$ cat src/rtl/agu_cfg_pkg.sv
// Shared types for the AGU configuration queue: job record layout,
// launcher FSM states and small mode/reset helpers.
package agu_cfg_pkg;

    localparam int CFG_IDX_W  = 8;
    localparam int CFG_TRIP_W = 8;
    localparam int CFG_LIM_W  = 6;

    // mode[MODE_FC_BIT] selects an FC job; the other mode bit is carried but not decoded
    localparam int MODE_FC_BIT = 0;

    // One queued job: raw command fields plus the limits derived at push time
    typedef struct packed {
        logic [1:0]            mode;
        logic [CFG_IDX_W-1:0]  idx_cnt;
        logic [CFG_TRIP_W-1:0] trip_cnt;
        logic                  is_new;
        logic                  pad_u;
        logic                  pad_l;
        logic [CFG_LIM_W-1:0]  lim_r;
        logic [CFG_LIM_W-1:0]  lim_d;
        logic [CFG_LIM_W-1:0]  row_cnt;
    } agu_cfg_t;

    localparam int CFG_W = $bits(agu_cfg_t);

    typedef enum logic [1:0] {
        ST_IDLE   = 2'd0,
        ST_LAUNCH = 2'd1,
        ST_RUN    = 2'd2
    } agu_state_e;

    function automatic logic is_fc_mode(input logic [1:0] mode);
        return mode[MODE_FC_BIT];
    endfunction

    // Value of the active configuration after reset: everything zero except is_new
    function automatic agu_cfg_t cfg_reset_value();
        agu_cfg_t c;
        c        = '0;
        c.is_new = 1'b1;
        return c;
    endfunction

endpackage

$ cat src/rtl/agu_cfg_queue_cfg_fifo.sv
// Small synchronous FIFO of packed job records with flush.
// Read data is the head entry, visible combinationally so the consumer
// can load it on the same edge that pops it.
module cfg_fifo
    import agu_cfg_pkg::*;
#(
    parameter int DEPTH = 4,
    parameter int W     = CFG_W
) (
    input  logic                     clk,
    input  logic                     rst,
    input  logic                     push,
    input  logic [W-1:0]             push_data,
    input  logic                     pop,
    input  logic                     flush,
    output logic [W-1:0]             rd_data,
    output logic                     full,
    output logic                     empty,
    output logic [$clog2(DEPTH):0]   level
);

    localparam int PTR_W = $clog2(DEPTH);
    localparam int LVL_W = PTR_W + 1;

    logic [PTR_W-1:0] wr_ptr_q, wr_ptr_d;
    logic [PTR_W-1:0] rd_ptr_q, rd_ptr_d;
    logic [LVL_W-1:0] count_q, count_d;
    logic             push_acc;
    logic             pop_acc;
    logic [W-1:0]     entry_vec [DEPTH];

    assign full  = (count_q == LVL_W'(DEPTH));
    assign empty = (count_q == '0);
    assign level = count_q;

    assign push_acc = push & ~full;
    assign pop_acc  = pop & ~empty;

    assign rd_data = entry_vec[rd_ptr_q];

    // Pointer and occupancy update; flush wins over any push and clears the queue
    always_comb begin
        wr_ptr_d = wr_ptr_q + PTR_W'(push_acc);
        rd_ptr_d = rd_ptr_q + PTR_W'(pop_acc);
        count_d  = count_q;
        case ({push_acc, pop_acc})
            2'b10:   count_d = count_q + LVL_W'(1);
            2'b01:   count_d = count_q - LVL_W'(1);
            default: count_d = count_q;
        endcase
        if (flush) begin
            wr_ptr_d = '0;
            rd_ptr_d = '0;
            count_d  = '0;
        end
    end

    // Pointer and occupancy registers
    always_ff @(posedge clk) begin
        if (rst) begin
            wr_ptr_q <= '0;
            rd_ptr_q <= '0;
            count_q  <= '0;
        end else begin
            wr_ptr_q <= wr_ptr_d;
            rd_ptr_q <= rd_ptr_d;
            count_q  <= count_d;
        end
    end

    genvar gi;
    generate
        for (gi = 0; gi < DEPTH; gi++) begin : gen_entry
            logic [W-1:0] entry_q, entry_d;

            // Entry is written only by an accepted push addressed to it
            always_comb begin
                entry_d = entry_q;
                if (push_acc && !flush && (wr_ptr_q == PTR_W'(gi))) begin
                    entry_d = push_data;
                end
            end

            // Entry storage; contents are don't-care while not counted, so no reset
            always_ff @(posedge clk) begin
                entry_q <= entry_d;
            end

            assign entry_vec[gi] = entry_q;
        end
    endgenerate

endmodule

$ cat src/rtl/agu_cfg_queue.sv
// AGU configuration front-end: derives padding limits and row count for
// each accepted command, queues jobs, and launches them one at a time
// into the AGU with a single-cycle start pulse.
module agu_cfg_queue
    import agu_cfg_pkg::*;
#(
    parameter int IDX_W  = CFG_IDX_W,
    parameter int TRIP_W = CFG_TRIP_W,
    parameter int LIM_W  = CFG_LIM_W,
    parameter int DEPTH  = 4
) (
    input  logic                     clk,
    input  logic                     rst,
    input  logic                     cmd_valid,
    output logic                     cmd_ready,
    input  logic [1:0]               cmd_mode,
    input  logic [IDX_W-1:0]         cmd_idx_cnt,
    input  logic [TRIP_W-1:0]        cmd_trip_cnt,
    input  logic                     cmd_is_new,
    input  logic [3:0]               cmd_pad_code,
    input  logic                     cmd_cut_y,
    input  logic                     flush,
    input  logic                     agu_done,
    output logic [1:0]               conf_mode,
    output logic [IDX_W-1:0]         conf_idx_cnt,
    output logic [TRIP_W-1:0]        conf_trip_cnt,
    output logic                     conf_is_new,
    output logic                     conf_pad_u,
    output logic                     conf_pad_l,
    output logic [LIM_W-1:0]         conf_lim_r,
    output logic [LIM_W-1:0]         conf_lim_d,
    output logic [LIM_W-1:0]         conf_row_cnt,
    output logic                     start_conv,
    output logic                     start_fc,
    output logic                     busy,
    output logic [$clog2(DEPTH):0]   q_level
);

    // The queued record layout is fixed by the package widths; the width
    // parameters here exist so the ports read naturally and must keep their defaults.
    localparam int RW = TRIP_W + 1;
    localparam logic [LIM_W-1:0] LIM_MAX = '1;

    // pad_code is {R, L, D, U}
    logic pad_u, pad_d, pad_l, pad_r;
    assign pad_u = cmd_pad_code[0];
    assign pad_d = cmd_pad_code[1];
    assign pad_l = cmd_pad_code[2];
    assign pad_r = cmd_pad_code[3];

    logic [1:0]       d_sub;
    logic [1:0]       r_sub;
    logic [RW-1:0]    r_base;
    logic [RW-1:0]    r_val;
    logic [RW-1:0]    row_full;
    logic [LIM_W-1:0] lim_d_val;
    logic [LIM_W-1:0] lim_r_sat;
    logic [LIM_W-1:0] row_sat;
    agu_cfg_t         push_cfg;

    // Derive limits at push time so the launch path is just a register load
    always_comb begin
        // lim_d: at most three subtrahends of one, so 3 - d_sub never underflows
        d_sub     = {1'b0, pad_u} + {1'b0, pad_d} + {1'b0, cmd_cut_y};
        lim_d_val = LIM_W'(2'd3 - d_sub);

        // lim_r: trip + 1 - L - R in TRIP_W+1 bits, floored at zero, then saturated
        r_sub     = {1'b0, pad_l} + {1'b0, pad_r};
        r_base    = {1'b0, cmd_trip_cnt} + RW'(1);
        r_val     = (r_base < RW'(r_sub)) ? '0 : (r_base - RW'(r_sub));
        lim_r_sat = (r_val > RW'(LIM_MAX)) ? LIM_MAX : r_val[LIM_W-1:0];

        // row_cnt: ceil(trip / 2) == (trip + 1) >> 1, then saturated
        row_full  = r_base >> 1;
        row_sat   = (row_full > RW'(LIM_MAX)) ? LIM_MAX : row_full[LIM_W-1:0];

        push_cfg          = '0;
        push_cfg.mode     = cmd_mode;
        push_cfg.idx_cnt  = cmd_idx_cnt;
        push_cfg.trip_cnt = cmd_trip_cnt;
        push_cfg.is_new   = cmd_is_new;
        push_cfg.pad_u    = pad_u;
        push_cfg.pad_l    = pad_l;
        push_cfg.lim_r    = lim_r_sat;
        push_cfg.lim_d    = lim_d_val;
        push_cfg.row_cnt  = row_sat;
    end

    logic             fifo_full;
    logic             fifo_empty;
    logic             fifo_pop;
    logic [CFG_W-1:0] fifo_rd_data;
    agu_cfg_t         head_cfg;

    // Ready depends only on registered fullness, so a pop never frees a slot in the same cycle
    assign cmd_ready = ~fifo_full & ~rst;
    assign head_cfg  = fifo_rd_data;

    cfg_fifo #(
        .DEPTH (DEPTH),
        .W     (CFG_W)
    ) u_fifo (
        .clk       (clk),
        .rst       (rst),
        .push      (cmd_valid & cmd_ready),
        .push_data (push_cfg),
        .pop       (fifo_pop),
        .flush     (flush),
        .rd_data   (fifo_rd_data),
        .full      (fifo_full),
        .empty     (fifo_empty),
        .level     (q_level)
    );

    agu_state_e state_q, state_d;
    agu_cfg_t   conf_q, conf_d;
    logic       start_conv_q, start_conv_d;
    logic       start_fc_q, start_fc_d;

    // Launcher next-state: pop from IDLE, or from RUN when the AGU reports done
    always_comb begin
        state_d      = state_q;
        conf_d       = conf_q;
        start_conv_d = 1'b0;
        start_fc_d   = 1'b0;
        fifo_pop     = 1'b0;
        case (state_q)
            ST_IDLE: begin
                fifo_pop = ~fifo_empty;
            end
            ST_LAUNCH: begin
                state_d = ST_RUN;
            end
            ST_RUN: begin
                if (agu_done) begin
                    if (fifo_empty) begin
                        state_d = ST_IDLE;
                    end else begin
                        fifo_pop = 1'b1;
                    end
                end
            end
            default: begin
                state_d = ST_IDLE;
            end
        endcase
        if (fifo_pop) begin
            state_d      = ST_LAUNCH;
            conf_d       = head_cfg;
            start_fc_d   = is_fc_mode(head_cfg.mode);
            start_conv_d = ~is_fc_mode(head_cfg.mode);
        end
    end

    // Launcher state, active configuration and start pulses are all registered
    always_ff @(posedge clk) begin
        if (rst) begin
            state_q      <= ST_IDLE;
            conf_q       <= cfg_reset_value();
            start_conv_q <= 1'b0;
            start_fc_q   <= 1'b0;
        end else begin
            state_q      <= state_d;
            conf_q       <= conf_d;
            start_conv_q <= start_conv_d;
            start_fc_q   <= start_fc_d;
        end
    end

    assign conf_mode     = conf_q.mode;
    assign conf_idx_cnt  = conf_q.idx_cnt;
    assign conf_trip_cnt = conf_q.trip_cnt;
    assign conf_is_new   = conf_q.is_new;
    assign conf_pad_u    = conf_q.pad_u;
    assign conf_pad_l    = conf_q.pad_l;
    assign conf_lim_r    = conf_q.lim_r;
    assign conf_lim_d    = conf_q.lim_d;
    assign conf_row_cnt  = conf_q.row_cnt;
    assign start_conv    = start_conv_q;
    assign start_fc      = start_fc_q;
    assign busy          = (state_q != ST_IDLE);

endmodule
$ cat config.mk
export PLATFORM = sky130hd
export DESIGN_NAME = agu_cfg_queue
export DESIGN_NICKNAME = d
export VERILOG_FILES = /design/src/rtl/agu_cfg_pkg.sv /design/src/rtl/agu_cfg_queue_cfg_fifo.sv /design/src/rtl/agu_cfg_queue.sv
export SDC_FILE = /design/constraint.sdc
export NUM_CORES = 1
export LEC_CHECK = 0
export CAP_MARGIN = 20
export CORE_UTILIZATION = 58
export DETAILED_ROUTE_END_ITERATION = 12
export DONT_BUFFER_PORTS = 1
export HOLD_SLACK_MARGIN = 0.12
export PLACE_DENSITY_LB_ADDON = 0.3
export RECOVER_POWER = 100
export SKIP_CTS_REPAIR_TIMING = 1
export SYNTH_ARGS = -nofsm -noshare
export SYNTH_HDL_FRONTEND = slang
export SYNTH_SLANG_ARGS = --single-unit
export TNS_END_PERCENT = 5
$ cat constraint.sdc
create_clock -name clk -period 7.7 [get_ports clk]
set_clock_uncertainty 0.2 [all_clocks]
set_input_delay 1.155 -clock clk [delete_from_list [all_inputs] [get_ports clk]]
set_output_delay 1.155 -clock clk [all_outputs]
set_load 0.05 [all_outputs]
==> impl_metrics.json, run 1 <==
{
  "worst_slew_pin_slew_ps": 2410,
  "numPortBuffers": 0,
  "cp-start-kind": "flip-flop",
  "worstHoldStart": "state_q[0]",
  "peakVddDrop_mv": 0.144,
  "p_sw_mw": 0.494,
  "hold_class": "reg2reg",
  "synth_area_sq_um": 7300,
  "drv_cap": 6,
  "p_seq_share_pct": 53.6,
  "cts_tree": "built",
  "drc_errors": 0,
  "clk-insertion-delay-late_ps": 430,
  "cts_max_level": 4,
  "coreArea_sq_um": 12200,
  "status": "complete, but fails checks",
  "setup_violations": 0,
  "powerDensity_nw_per_um2": 272,
  "yosysSeqAreaShare_pct": 70.2,
  "cts.clk_slew.worst_paths_ps": 60,
  "post-place-cells": 626,
  "first_global_vias": 3786,
  "post-dp-hpwl_mm": 7.64,
  "rsz0062_at_grt": "false",
  "leakagePower_nw": 2.54,
  "routedWlPerCell_um": 20.1,
  "grt_use_total_pct": 22.2,
  "grt_max_degree": 41,
  "drt_first_pass_iters": 4,
  "synth_edf_count": 140,
  "rr_worst_depth": 6,
  "rrSetupSlack_ps": 3060,
  "holdWs_ps": 349,
  "sw_frac_of_total_pct": 22.6,
  "worst_setup_path_end_kind": "flip-flop",
  "drt_wl_total_mm": 13.2,
  "finalSetupTns_ps": 0,
  "ys_seq_elements": 186,
  "synth_top_flop_cell": "edfxtp_1",
  "yosysWarnings": 0,
  "fmax_mhz": 216,
  "yosysTopAreaCell": "edfxtp_1",
  "vias_per_cell": 5.79,
  "instances_no_fill": 658,
  "pwr-share-clk_pct": 41.0,
  "start_util_pct": 60.0,
  "ant_nets": 0,
  "drt_iter0_drc": 319,
  "drive_above_1_share_pct": 15.1,
  "path_max_fanout": 35,
  "nets": 516,
  "fin_util_pct": 66.1,
  "rows": 40,
  "power.internal_mw": 1.69,
  "syn_area_per_cell_sq_um": 15.3,
  "die_w_um": 114,
  "routabilityCongestion": 0.851,
  "fp.dieH_um": 114,
  "syn_to_final_growth_pct": 10.1,
  "synth.distinct_cells": 42,
  "criticalPathCategory": "reg2reg",
  "min_period_ps": 4640,
  "postSynth.asyncResetShare_pct": 0,
  "antennaDiodeCount": 0,
  "vias": 3808,
  "cts_sinks": 186,
  "critical_path_required_ps": 7500,
  "grt_overflow": 0,
  "antenna_found_initial": 0,
  "die_area_sq_um": 13000,
  "ioPinCount": 75,
  "synthTopCellsByArea": "edfxtp_1 58%, dfxtp_1 13%, mux4_2 11%",
  "cp_data_arrival_time_ps": 4430,
  "p_comb_share_pct": 5.4,
  "min_path_cells": 2,
  "critPathLaunch": "u_fifo.level[0]",
  "reg2reg_from": "u_fifo.level[0]",
  "synthCells": 476,
  "fin_crit_sh_pct": 60.3,
  "cts_root_buf": "clkbuf_16",
  "relSlewSlack_pct": -60.8,
  "final-hold-violation-count": 0,
  "cts_inserted_buffers": 17,
  "grt_pass1_wl_mm": 20.6,
  "synth_top_area_share_pct": 57.6,
  "violations": "capacitance limit, slew limit",
  "maxSlewViolCount": 220,
  "cts_buffer_depth": 2
}
-- path summary, 6_finish.rpt --
check,to
worst min-delay path,state_q[1]
worst max-delay path,u_fifo.gen_entry[1].entry_q[22]
worst min register to register,state_q[1]
worst max register to register,u_fifo.gen_entry[1].entry_q[22]
-- power groups by stage --
stage	sequential (mW)	clock, mW	combinational [mW]
floorplan	1.19	0	0.103
global placement	1.19	0	0.116
detailed placement	1.19	0	0.120
CTS	1.17	0.907	0.121
global route	1.17	0.945	0.132
finish	1.17	0.896	0.119
-- area by class of cell --
type / count / area [sq um]
Inverter: 15 / 56.3
Sequential cell: 186 / 5130
Multi-Input combinational cell: 250 / 2010
Clock inverter: 12 / 173
Fill cell: 849 / 4120
Timing Repair Buffer: 7 / 30.0
Clock buffer: 20 / 437
Tap cell: 168 / 210
-- flip-flops by register name, indices dropped and copies added, names as in the netlist --
name / flops
conf_row_cnt: 6
conf_is_new: 1
conf_mode: 2
conf_trip_cnt: 8
conf_pad_u: 1
state_q: 2
start_fc: 1
conf_idx_cnt: 8
start_conv: 1
conf_pad_l: 1
u_fifo.gen_entry.entry_q: 140
conf_lim_r: 6
conf_lim_d: 2
u_fifo.rd_ptr_q: 2
u_fifo.level: 3
u_fifo.wr_ptr_q: 2
-- cell usage in the layout, fill, tap and decap left out, types with 2 or more instances in the layout --
cell        Yosys  layout
clkinvlp_4      0       4
clkbuf_16       0      17
inv_1          14      14
mux2i_1         2       3
and3_4          2       2
a21oi_1        41      41
clkinv_1        1       2
xor2_1          5       5
a22oi_1         2       2
nand2_1        83      83
nor3_1          2       2
clkinv_2        0       2
a31oi_1         8       8
nor2_1         16      15
ha_1            7       7
dfxtp_2         0       2
or3_1           3       3
and2_1          4       3
nand4_1         2       2
mux4_2         35      35
edfxtp_1      140     140
xnor2_1         9       9
dfxtp_1        46      44
o21ai_0         4       4
o31ai_1         2       2
bufinv_16       0       4
clkbuf_1       13       9
conb_1          1       4
fa_1            3       3
-- stage by stage --
stage          setup WS [ps]  area (sq um)  power (mW)
2_1_floorplan            941          7310        1.29
3_3_place_gp            4090          7470        1.31
3_5_place_dp            4030          7470        1.31
4_1_cts                 4450          8080        2.20
5_1_grt                 2780          8040        2.25
6_report                3060          8040        2.18
-- cell usage after synthesis (3+ instances only) --
cell type  instances
buf_1              4
fa_1               3
inv_1             14
xor2_1             5
a21oi_1           41
and2_1             4
o21ai_0            4
dfxtp_1           46
mux4_2            35
nor2_1            16
a31oi_1            8
buf_4              6
edfxtp_1         140
or3_1              3
clkbuf_1          13
buf_2              5
xnor2_1            9
nand2_1           83
ha_1               7
-- worst max-delay path, stage by stage, from the launching register on --
cell	delay (ps)
dfxtp_1	690
inv_1	170
a31oi_1	190
clkbuf_1	500
nand2_1	280
nor4b_1	390
clkbuf_1	1750
-- cell families (layout without fill, tap and decap cells) --
kind of cell / after synthesis / in the layout / share of synthesized area, %
flops: 186 / 186 / 70.2
fa+ha+maj: 10 / 10 / 2.02
mux: 38 / 38 / 11.3
buf+inv: 43 / 54 / 2.60
simple gates: 123 / 123 / 7.40
other cells: 1 / 4 / 0.0514
xor+xnor: 15 / 15 / 1.90
compound gates: 60 / 60 / 4.58
-- per-layer routing --
metal / track usage (%) / routed length (um) / share of wire, %
met1: 27.5 / 5310 / 40
met2: 37.3 / 6810 / 51
met3: 6.93 / 925 / 7.0
met4: 7.53 / 195 / 1.5
met5: 0 / 0 / 0
(Power assumes the default switching activity.)
==> run 2: changes to the inputs <==
--- a/config.mk
+++ b/config.mk
@@ -6,7 +6,7 @@
 export NUM_CORES = 1
 export LEC_CHECK = 0
 export CAP_MARGIN = 20
-export CORE_UTILIZATION = 58
+export CORE_UTILIZATION = 57
 export DETAILED_ROUTE_END_ITERATION = 12
 export DONT_BUFFER_PORTS = 1
 export HOLD_SLACK_MARGIN = 0.12
==> constraint.sdc (replaced) <==
create_clock -name clk -period 4.1 [get_ports clk]
set_clock_uncertainty 0.2 [all_clocks]
set_input_delay 0.615 -clock clk [delete_from_list [all_inputs] [get_ports clk]]
set_output_delay 0.615 -clock clk [all_outputs]
set_load 0.05 [all_outputs]
==> impl_metrics.json, run 2 (synthesis gave the netlist of run 1 again) <==
{
  "cp-start-kind": "flip-flop",
  "ant_nets": 0,
  "leakagePower_nw": 2.62,
  "regMostFlops": "u_fifo.gen_entry.entry_q",
  "coreArea_sq_um": 12300,
  "power_mw": 3.91,
  "nets": 538,
  "instances_no_fill": 680,
  "powerDensity_nw_per_um2": 478,
  "relSlewSlack_pct": 27.9,
  "rows": 40,
  "grt_max_degree": 41,
  "path_max_fanout": 38,
  "min_period_ps": 3060,
  "start_util_pct": 59.6,
  "postLayoutCellArea_sq_um": 8190,
  "max_stage_delay_ps": 700,
  "clk-insertion-delay-late_ps": 430,
  "fin_crit_sh_pct": 74.6,
  "first_global_vias": 3893,
  "numPortBuffers": 0,
  "worst_setup_path_end_kind": "flip-flop",
  "grt_overflow": 0,
  "cp_data_arrival_time_ps": 3170,
  "grt_use_total_pct": 22.0,
  "drt_iter0_drc": 323,
  "cts_inserted_buffers": 17,
  "die_area_sq_um": 13300,
  "syn_to_final_growth_pct": 12.1,
  "critical_path_required_ps": 4220,
  "layout_commonest_cell": "edfxtp_1",
  "cts_sinks": 186,
  "place_area_sq_um": 7480,
  "fmax_mhz": 327,
  "rsz0062_at_grt": "false",
  "rrSetupSlack_ps": 1040,
  "worst_slew_pin_slew_ps": 1080,
  "reg2reg_from": "u_fifo.level[2]",
  "peakVddDrop_mv": 0.290,
  "rr_worst_depth": 8,
  "routabilityCongestion": 0.814,
  "post-dp-hpwl_mm": 7.57,
  "setup_violations": 0,
  "final-hold-violation-count": 0,
  "antenna_found_initial": 0,
  "cts_max_level": 4,
  "drt_wl_total_mm": 13.5,
  "layout_common_cells": "140 x edfxtp_1, 83 x nand2_1, 44 x dfxtp_1",
  "min_path_cells": 2,
  "die_w_um": 115,
  "antennaDiodeCount": 0,
  "cts_buffer_depth": 2,
  "drive_above_1_share_pct": 14.5,
  "largest_reg_flops": 140,
  "drt_first_pass_iters": 5,
  "ioPinCount": 75,
  "hold_class": "in2reg",
  "post-place-cells": 626,
  "vias": 3935,
  "vias_per_cell": 5.79,
  "maxSlewViolCount": 0,
  "criticalPathCategory": "reg2reg",
  "cts_tree": "built",
  "critPathLaunch": "u_fifo.level[2]",
  "grt_pass1_wl_mm": 20.6,
  "fp.dieH_um": 115,
  "drc_errors": 0,
  "worstHoldStart": "flush",
  "cts.clk_slew.worst_paths_ps": 60,
  "status": "finished clean",
  "routedWlPerCell_um": 19.8,
  "path_cells": "nor3_1 > or3_1 > buf_4 > clkinv_1 > clkbuf_2 > ha_1 > xnor2_1 > nor2_1",
  "cts_root_buf": "clkbuf_16",
  "crit_slowest_cell": "dfxtp_1",
  "drv_cap": 0
}
run 2: cell count changes in the layout (fill, tap and decap cells not counted), sizes merged:
cell	before	now
buf	1	3
bufinv	4	1
clkbuf	26	25
clkinv	4	11
clkinvlp	4	1
dlygate4sd3	0	21
inv	15	14
run 2: stage by stage:
stage	util, %	worst slack (ps)	hold WS [ps]	setup TNS (ps)
6_report	66.8	1040	243	0
5_1_grt	66.8	810	241	0
4_1_cts	65.3	1030	32.5	0
3_5_place_dp	61.0	954	342	0
3_3_place_gp	61.0	1030	313	0
2_1_floorplan	-	-716	296	-39000
run 2: worst paths after layout:
check                                           to
worst max-delay path            u_fifo.rd_ptr_q[1]
worst max register to register  u_fifo.rd_ptr_q[1]
worst min-delay path            u_fifo.rd_ptr_q[0]
worst min register to register          state_q[1]
run 2: layout make-up:
| cell class | instances | area, sq um |
|---|---|---|
| Clock inverter | 12 | 82.6 |
| Inverter | 15 | 56.3 |
| Fill cell | 852 | 4080 |
| Tap cell | 168 | 210 |
| Clock buffer | 20 | 437 |
| Sequential cell | 186 | 5130 |
| Timing Repair Buffer | 29 | 269 |
| Multi-Input combinational cell | 250 | 2000 |
run 2: routing by layer:
layer  share of wire (%)  vias up  global-route usage (%)
li1                    -     1811                       -
met1                  40     1995                    25.3
met2                  53      117                    37.6
met3                 6.2       12                    8.17
met4                 1.1        0                    8.66
met5                   0        -                       0
run 2: where the power goes:
part,internal [mW],switching [mW]
Combinational,0.100,0.158
Clock,0.818,0.639
Sequential,2.07,0.121
run 2: critical path: cells and delay by family (launching register included):
kind          cells  cell delay (ps)
buf+inv           3             1050
flops             1              700
simple gates      3              550
fa+ha+maj         1              310
xor+xnor          1              120
==> run 3: changes to the inputs <==
--- a/config.mk
+++ b/config.mk
@@ -5,6 +5,7 @@
 export SDC_FILE = /design/constraint.sdc
 export NUM_CORES = 1
 export LEC_CHECK = 0
+export ABC_AREA = 1
 export CAP_MARGIN = 20
 export CORE_UTILIZATION = 57
 export DETAILED_ROUTE_END_ITERATION = 12
==> constraint.sdc (replaced) <==
create_clock -name clk -period 2.5 [get_ports clk]
set_clock_uncertainty 0.2 [all_clocks]
set_input_delay 0.375 -clock clk [delete_from_list [all_inputs] [get_ports clk]]
set_output_delay 0.375 -clock clk [all_outputs]
set_load 0.05 [all_outputs]
==> impl_metrics.json, run 3 <==
{
  "status": "finished clean",
  "cts_root_buf": "clkbuf_16",
  "numPortBuffers": 0,
  "antenna_found_initial": 0,
  "grt_use_total_pct": 23.2,
  "synth_edf_count": 140,
  "cts_sinks": 186,
  "coreArea_sq_um": 12200,
  "fin_util_pct": 68.1,
  "grt_overflow": 0,
  "cts_buffer_depth": 2,
  "layout_commonest_cell": "edfxtp_1",
  "synthTopCellsByArea": "edfxtp_1 58%, dfxtp_1 13%, o21ai_0 4.7%",
  "layout_common_cells": "140 x edfxtp_1, 85 x nor2_1, 70 x o21ai_0",
  "grt_max_degree": 72,
  "synth_top_flop_cell": "edfxtp_1",
  "drt_iter0_drc": 391,
  "peakVddDrop_mv": 0.705,
  "vias_per_cell": 5.69,
  "drv_cap": 0,
  "relSlewSlack_pct": 41.0,
  "synthCells": 586,
  "rsz0062_at_grt": "false",
  "clk-insertion-delay-late_ps": 430,
  "hold_class": "in2reg",
  "path_max_fanout": 35,
  "start_util_pct": 59.6,
  "final-hold-violation-count": 0,
  "fp.dieH_um": 115,
  "multi_input_area_sq_um": 1890,
  "nets": 656,
  "setup_violations": 0,
  "ioPinCount": 75,
  "leakagePower_nw": 3.00,
  "cts_inserted_buffers": 17,
  "die_area_sq_um": 13200,
  "cts_max_level": 4,
  "yosysSeqAreaShare_pct": 70.4,
  "ys_seq_elements": 186,
  "yosysTopAreaCell": "edfxtp_1",
  "cp_data_arrival_time_ps": 2090,
  "drive_above_1_share_pct": 11.1,
  "syn_area_per_cell_sq_um": 12.4,
  "drt_first_pass_iters": 5,
  "antennaDiodeCount": 0,
  "die_w_um": 115,
  "instances_no_fill": 798,
  "routabilityCongestion": 0.853,
  "post-place-cells": 741,
  "maxSlewViolCount": 0,
  "powerDensity_nw_per_um2": 822,
  "vias": 4543,
  "drt_wl_total_mm": 14.6,
  "seq_area_sq_um": 5130,
  "synth_area_sq_um": 7280,
  "setup_ws_ps": 268,
  "worst_slew_pin_slew_ps": 885,
  "yosysMostFrequentCell": "edfxtp_1",
  "first_global_vias": 4384,
  "fmax_mhz": 448,
  "largest_reg_flops": 140,
  "syn_to_final_growth_pct": 14.4,
  "dp_slack_ps": -52.2,
  "routedWlPerCell_um": 18.3,
  "n_fill_cell": 903,
  "yosysWarnings": 0,
  "postSynth.asyncResetShare_pct": 0,
  "cp-start-kind": "flip-flop",
  "finalSetupTns_ps": 0,
  "grt_pass1_wl_mm": 22.3,
  "ant_nets": 0,
  "post-dp-hpwl_mm": 8.35,
  "fin_crit_sh_pct": 89.3,
  "ys_top_cells_by_count": "140 x edfxtp_1, 83 x nor2_1, 69 x o21ai_0",
  "cts.clk_slew.worst_paths_ps": 60,
  "cts_tree": "built",
  "synth.distinct_cells": 35,
  "critical_path_required_ps": 2360,
  "drc_errors": 0,
  "criticalPathCategory": "reg2reg",
  "worst_setup_path_end_kind": "flip-flop",
  "min_period_ps": 2230,
  "regMostFlops": "u_fifo.gen_entry.entry_q",
  "rows": 40,
  "synth_top_area_share_pct": 57.8
}
run 3: layout make-up:
| cell class | count | share of cell area, % |
|---|---|---|
| Sequential cell | 186 | 61.7 |
| Tap cell | 168 | 2.53 |
| Multi-Input combinational cell | 333 | 22.8 |
| Clock buffer | 19 | 5.20 |
| Timing Repair Buffer | 40 | 4.77 |
| Clock inverter | 13 | 1.25 |
| Inverter | 39 | 1.79 |
run 3: per-layer routing:
| metal | track usage (%) | routed length [um] |
|---|---|---|
| met5 | 0 | 0 |
| met4 | 8.23 | 182 |
| met3 | 6.64 | 1010 |
| met2 | 39.1 | 7460 |
| met1 | 28.9 | 5950 |
run 3: final timing paths:
check	start	endpoint	slack [ps]	cells after the start
min	cmd_pad_code[1]	u_fifo.gen_entry[3].entry_q[6]	130	2
min reg2reg	state_q[1]	state_q[1]	310	1
max reg2reg	u_fifo.level[0]	u_fifo.gen_entry[3].entry_q[38]	270	7
max	u_fifo.level[0]	u_fifo.gen_entry[3].entry_q[38]	270	7
run 3: power breakdown:
group,internal (mW),switching (mW)
Clock,1.36,1.07
Combinational,0.212,0.385
Sequential,3.44,0.368
run 3: worst max-delay path, cell delays in order, from the launching register on:
cell	delay, ps
dfxtp_4	460
inv_4	60
a31oi_1	240
nand2_2	90
inv_1	120
nand2_4	90
nor3_4	110
buf_4	470
run 3: logic make-up after synthesis:
logic type	after synthesis	synth area share [%]
flip-flops	186	70.4
AO/OA/AOI/OAI	157	13.5
AND/OR/NAND/NOR	156	9.32
buffers and inverters	70	3.94
adder cells (fa/ha/maj)	10	2.03
XOR/XNOR	6	0.722
other	1	0.0515
run 3: per-stage QoR:
stage                     power, mW  instance area, sq um  hold slack [ps]
after floorplan                4.29                  7370              256
after detailed placement       4.45                  7630              274
after global routing           7.08                  8320              126
final                          6.84                  8320              126
after CTS                      6.86                  8160             -182
after global placement         4.42                  7630              274
